### src/rtl/mac_arb_pkg.sv
// mac_arb_pkg: shared types and default sizes for the multiply-add arbiter
package mac_arb_pkg;
  localparam int W_DEF = 8;
  localparam int LAT_DEF = 3;
  localparam int DEPTH_DEF = 2;
  typedef logic id_t;
  typedef struct packed {
    logic valid;
    id_t  id;
  } tag_t;
  typedef enum logic {PRI0, PRI1} pri_e;
endpackage

### src/rtl/mac_arb_rsp_fifo.sv
// mac_arb_rsp_fifo: DEPTH-entry response FIFO; the caller guarantees no write when full
module mac_arb_rsp_fifo #(
  parameter int W = 8,
  parameter int DEPTH = 2
) (
  input  logic         clk,
  input  logic         rst_n,
  input  logic         wr,
  input  logic [W-1:0] wdata,
  output logic         valid,
  input  logic         ready,
  output logic [W-1:0] data
);
  localparam int PW = DEPTH > 1 ? $clog2(DEPTH) : 1;
  localparam int CW = $clog2(DEPTH + 1);
  logic [W-1:0] mem [DEPTH];
  logic [PW-1:0] rp, wp;
  logic [CW-1:0] cnt;
  logic pop;
  function automatic logic [PW-1:0] inc(input logic [PW-1:0] p);
    return p == PW'(DEPTH - 1) ? '0 : p + 1'b1;
  endfunction
  assign valid = cnt != '0;
  assign data = mem[rp];
  assign pop = valid && ready;
  always_ff @(posedge clk or negedge rst_n) begin
    if (!rst_n) begin
      for (int i = 0; i < DEPTH; i++) mem[i] <= '0;
      rp <= '0;
      wp <= '0;
      cnt <= '0;
    end else begin
      if (wr) begin
        mem[wp] <= wdata;
        wp <= inc(wp);
      end
      if (pop) rp <= inc(rp);
      cnt <= cnt + CW'(wr) - CW'(pop);
    end
  end
endmodule

### src/rtl/mac_arbiter.sv
// mac_arbiter: round-robin, credit-gated sharing of a fixed-latency multiply-add pipeline
// Optional per-requester statistics counters under MAC_ARB_STATS_EN.
module mac_arbiter
  import mac_arb_pkg::*;
#(
  parameter int W = W_DEF,
  parameter int LAT = LAT_DEF,
  parameter int DEPTH = DEPTH_DEF
) (
  input  logic         clk,
  input  logic         rst_n,
  input  logic         req0_valid,
  output logic         req0_ready,
  input  logic [W-1:0] req0_a,
  input  logic [W-1:0] req0_b,
  input  logic [W-1:0] req0_c,
  input  logic         req1_valid,
  output logic         req1_ready,
  input  logic [W-1:0] req1_a,
  input  logic [W-1:0] req1_b,
  input  logic [W-1:0] req1_c,
  output logic [W-1:0] dp_a,
  output logic [W-1:0] dp_b,
  output logic [W-1:0] dp_c,
  input  logic [W-1:0] dp_result,
  output logic         rsp0_valid,
  input  logic         rsp0_ready,
  output logic [W-1:0] rsp0_data,
  output logic         rsp1_valid,
  input  logic         rsp1_ready,
  output logic [W-1:0] rsp1_data
`ifdef MAC_ARB_STATS_EN
  ,
  output logic [15:0]  stat_issue0,
  output logic [15:0]  stat_issue1,
  output logic [15:0]  stat_block
`endif
);
  localparam int CW = $clog2(DEPTH + 1);
  pri_e state, nxt;
  logic [CW-1:0] cred0, cred1;
  logic elig0, elig1, g0, g1, pop0, pop1;
  tag_t [LAT:0] tags;
  assign elig0 = req0_valid && cred0 < CW'(DEPTH);
  assign elig1 = req1_valid && cred1 < CW'(DEPTH);
  assign req0_ready = g0;
  assign req1_ready = g1;
  assign pop0 = rsp0_valid && rsp0_ready;
  assign pop1 = rsp1_valid && rsp1_ready;
  always_comb begin
    g0 = state == PRI0 ? elig0 : elig0 && !elig1;
    g1 = state == PRI1 ? elig1 : elig1 && !elig0;
    nxt = g0 ? PRI1 : g1 ? PRI0 : state;
  end
  always_ff @(posedge clk or negedge rst_n) begin
    if (!rst_n) state <= PRI0;
    else state <= nxt;
  end
  // tags[LAT] lines up with the cycle dp_result holds that beat's result
  always_ff @(posedge clk or negedge rst_n) begin
    if (!rst_n) begin
      dp_a <= '0;
      dp_b <= '0;
      dp_c <= '0;
      tags <= '0;
      cred0 <= '0;
      cred1 <= '0;
    end else begin
      if (g0 || g1) begin
        dp_a <= g1 ? req1_a : req0_a;
        dp_b <= g1 ? req1_b : req0_b;
        dp_c <= g1 ? req1_c : req0_c;
      end
      tags <= {tags[LAT-1:0], tag_t'{valid: g0 || g1, id: g1}};
      cred0 <= cred0 + CW'(g0) - CW'(pop0);
      cred1 <= cred1 + CW'(g1) - CW'(pop1);
    end
  end
  mac_arb_rsp_fifo #(.W(W), .DEPTH(DEPTH)) u_fifo0 (
    .clk(clk), .rst_n(rst_n), .wr(tags[LAT].valid && !tags[LAT].id), .wdata(dp_result),
    .valid(rsp0_valid), .ready(rsp0_ready), .data(rsp0_data)
  );
  mac_arb_rsp_fifo #(.W(W), .DEPTH(DEPTH)) u_fifo1 (
    .clk(clk), .rst_n(rst_n), .wr(tags[LAT].valid && tags[LAT].id), .wdata(dp_result),
    .valid(rsp1_valid), .ready(rsp1_ready), .data(rsp1_data)
  );
`ifdef MAC_ARB_STATS_EN
  logic blk;
  assign blk = (req0_valid && cred0 == CW'(DEPTH)) || (req1_valid && cred1 == CW'(DEPTH));
  always_ff @(posedge clk or negedge rst_n) begin
    if (!rst_n) begin
      stat_issue0 <= '0;
      stat_issue1 <= '0;
      stat_block <= '0;
    end else begin
      stat_issue0 <= stat_issue0 + 16'(g0 && stat_issue0 != 16'hFFFF);
      stat_issue1 <= stat_issue1 + 16'(g1 && stat_issue1 != 16'hFFFF);
      stat_block <= stat_block + 16'(blk && stat_block != 16'hFFFF);
    end
  end
`endif
endmodule

### config.mk
export PLATFORM = sky130hd
export DESIGN_NAME = mac_arbiter
export DESIGN_NICKNAME = d
export VERILOG_FILES = /design/src/rtl/mac_arb_pkg.sv /design/src/rtl/mac_arb_rsp_fifo.sv /design/src/rtl/mac_arbiter.sv
export SDC_FILE = /design/constraint.sdc
export NUM_CORES = 1
export LEC_CHECK = 0
export BUFFER_PORTS_ARGS = -buffer_cell sky130_fd_sc_hd__buf_4
export CORE_MARGIN = 2
export CORE_UTILIZATION = 27
export DETAILED_ROUTE_END_ITERATION = 7
export PLACE_DENSITY_LB_ADDON = 0.12
export SETUP_SLACK_MARGIN = 0.05
export SLEW_MARGIN = 0
export SYNTH_ARGS = -nofsm -noshare
export SYNTH_HDL_FRONTEND = slang
export SYNTH_HIERARCHICAL = 1
export SYNTH_SLANG_ARGS = --single-unit
### constraint.sdc
create_clock -name clk -period 2.6 [get_ports clk]
set_clock_uncertainty 0.1 [all_clocks]
set_input_delay 0.78 -clock clk [delete_from_list [all_inputs] [get_ports clk]]
set_output_delay 0.78 -clock clk [all_outputs]
set_load 0.005 [all_outputs]
==> impl_metrics.toml <==
[worst_setup_path]
start_kind = "primary input"
path_class = "in2out"
required_ns = 1.72
reg2reg_depth = 7
crit_fanout = 3
crit_path_end_kind = "output pin"
arrival_ns = 1.56
reg2reg_to = "cred0[1]"
rrSetupSlack_ns = 0.79
r2r-start = "u_fifo0/cnt[0]"

[clock_network]
clk_pin_slew_ns = 0.06
cts_resized = 0
ctsLongestPathBuffers = 2
worstSkewPairLatency_ns = 0.33
cts_tree = "built"
numCtsBuffers = 9
cts.htree.levels = 3
postCtsSetupRepairBufs = 0
clkSinkCount = 77
cts_hold_buf = 0
cts-root-buf = "clkbuf_16"

[finish]
final_nets = 414
multiInputGateArea_sq_um = 1356
drive_gt1_share_pct = 52.00
nFillCells = 1236
diodes = 0
final_util_pct = 37.48
syn_to_final_growth_pct = 37.33
fin_area_sq_um = 4672
seq_area_sq_um = 1927

[die]
fp.dieArea_sq_um = 13510
ios = 106
rows = 41
die_h_um = 116.3
initial_core_util_pct = 27.29
core_sq_um = 12470
die_w_um = 116.3

[yosys]
synthAdderAreaFrac_pct = 2.574
muxShareOfSynthArea_pct = 17.65
synth_top_family_by_area = "multiplexers"
syn_area_per_cell_sq_um = 14.42
synthCells = 236
async_reset_ff_share_pct = 100.0
synthesis.nets = 305
synth-simple-area-share_pct = 7.981
ys_seq_area_share_pct = 56.64
synth-xor-area-share_pct = 3.089
synth-seq-cells = 77
synth_compound_area_share_pct = 8.569
synth_edf_count = 0
ys.flop_type = "dfrtp_1"
yosys_warnings = 6
synth_area_sq_um = 3402
synth_cell_type_count = 27

[status]
status = "finished clean"

[routing]
via_per_inst = 4.362
drcViolationCount = 0
drt-total-wl_um = 7731
drtIter0Drc = 64
ant_nets = 0
wire_per_inst_um = 14.81
num_vias = 2277
drtPass1Iterations = 4

[timing]
hold_viol_final = 0
fin_crit_sh_pct = 93.83
fin_crit_ns = 2.440
fin_ws_ns = 0.1605
setup_violations = 0
tns_ns = 0
final_max_slew_viol_count = 0
fmax_mhz = 409.9
slew-limit-headroom_pct = 66.91
tightest_slew_ns = 0.4946
rsz0062_at_grt = "false"

[grt]
grtUsageMet2_pct = 20.16
grt_max_degree = 63
groute.layer.met3.usage_pct = 3.321
busiest_layer = "met2"
grt_overflow_total = 0
grt_pass1_wl_um = 12540
grt_use_total_pct = 12.27
antenna_found_initial = 0
first_global_vias = 2465
gr-usage-met1_pct = 15.06

[place]
port_buffers = 105
place_area_sq_um = 4378
post-place-ws_ns = 0.1482
hpwl_um = 5313
place.gp.congestion = 0.6673

[worst_hold_path]
hold_class = "in2async"

[pwr]
p_leak_nw = 2.111
power_mw = 5.654
irDropWorstVdd_mv = 0.3401
cellPowerDensity_nw_per_um2 = 1210

[job]
maxCapViolations = 0
## critical path: stages
cell	delay, ns
buf_4	0.08
or3b_1	0.39
nand2b_1	0.14
inv_2	0.05
buf_4	0.13
## routing by layer
layer	vias up	part of all wire, %
met3	11	6.4
met2	77	47
met5	-	0
met4	0	1.7
li1	1083	-
met1	1106	45
## state kept, by name, indices dropped and copies added, names as in the netlist
name and count:
u_fifo1/cnt 2, dp_c 8, cred1 2, u_fifo1/mem 16, dp_a 8, u_fifo1/rp 1, u_fifo0/mem 16, cred0 2
u_fifo0/rp 1, dp_b 8, u_fifo0/cnt 2, tags 8, state 1, u_fifo0/wp 1, u_fifo1/wp 1
## logic make-up (layout without fill, tap and decap cells)
kind of cell | count (synthesis) | count (layout)
DFF | 77 | 77
muxes | 48 | 48
and+or+nand+nor | 43 | 43
AOI/OAI and AO/OA | 27 | 27
buffers and inverters | 22 | 136
xor gates and xnor gates | 12 | 12
adders and majority gates | 7 | 7
## Yosys cell counts, drive strengths merged, types with 2 or more instances
cell	number	area share (%)
xor2	4	1.0
ha	7	2.6
inv	9	0.99
or2	2	0.37
clkbuf	6	0.66
buf	7	1.8
mux2	48	18
nand2b	3	0.55
nor2b	3	0.70
o221a	24	7.9
dfrtp	77	57
and2	3	0.55
o21a	2	0.44
nand2	5	0.77
or3	24	4.4
xnor2	8	2.1
## power breakdown
group          internal, mW  switching, mW  leakage [nW]
Combinational          1.44          0.808          1.07
Sequential             1.79          0.381         0.895
Clock                 0.767          0.468         0.143
## cell type report
cell class / instances / share of cell area (%)
Clock inverter: 4 / 1.018
Tap cell: 172 / 4.606
Multi-Input combinational cell: 137 / 29.03
Sequential cell: 77 / 41.24
Clock buffer: 12 / 5.276
Timing Repair Buffer: 111 / 18.10
Inverter: 9 / 0.7231
## layout by cell type (no fill, tap or decap), drive strengths merged
master / instances
clkinvlp: 1
nand2: 5
bufinv: 1
or3b: 1
and2: 3
nor2: 1
clkbuf: 12
and3b: 1
or2: 2
mux2: 48
nand2b: 3
or3: 24
buf: 111
xnor2: 8
inv: 9
dfrtp: 77
o21a: 2
ha: 7
xor2: 4
o221a: 24
a31oi: 1
clkinv: 2
nor2b: 3
## how the worst max path moves through the flow
stage	start	to	slack, ns
3_3_place_gp	req0_valid	req1_ready	0.15
3_5_place_dp	req0_valid	req1_ready	0.15
5_1_grt	req0_valid	req1_ready	0.1
4_1_cts	req0_valid	req1_ready	0.15
2_1_floorplan	req0_valid	req1_ready	0.19
6_report	req0_valid	req1_ready	0.16
## through the flow
stage	instances	hold slack [ns]
final	522	0.2091
after global routing	522	0.2130
after CTS	522	0.2062
after detailed placement	506	0.2358
after global placement	506	0.2341
after floorplan	236	0.2312
Power figures use the tool's default switching activity.
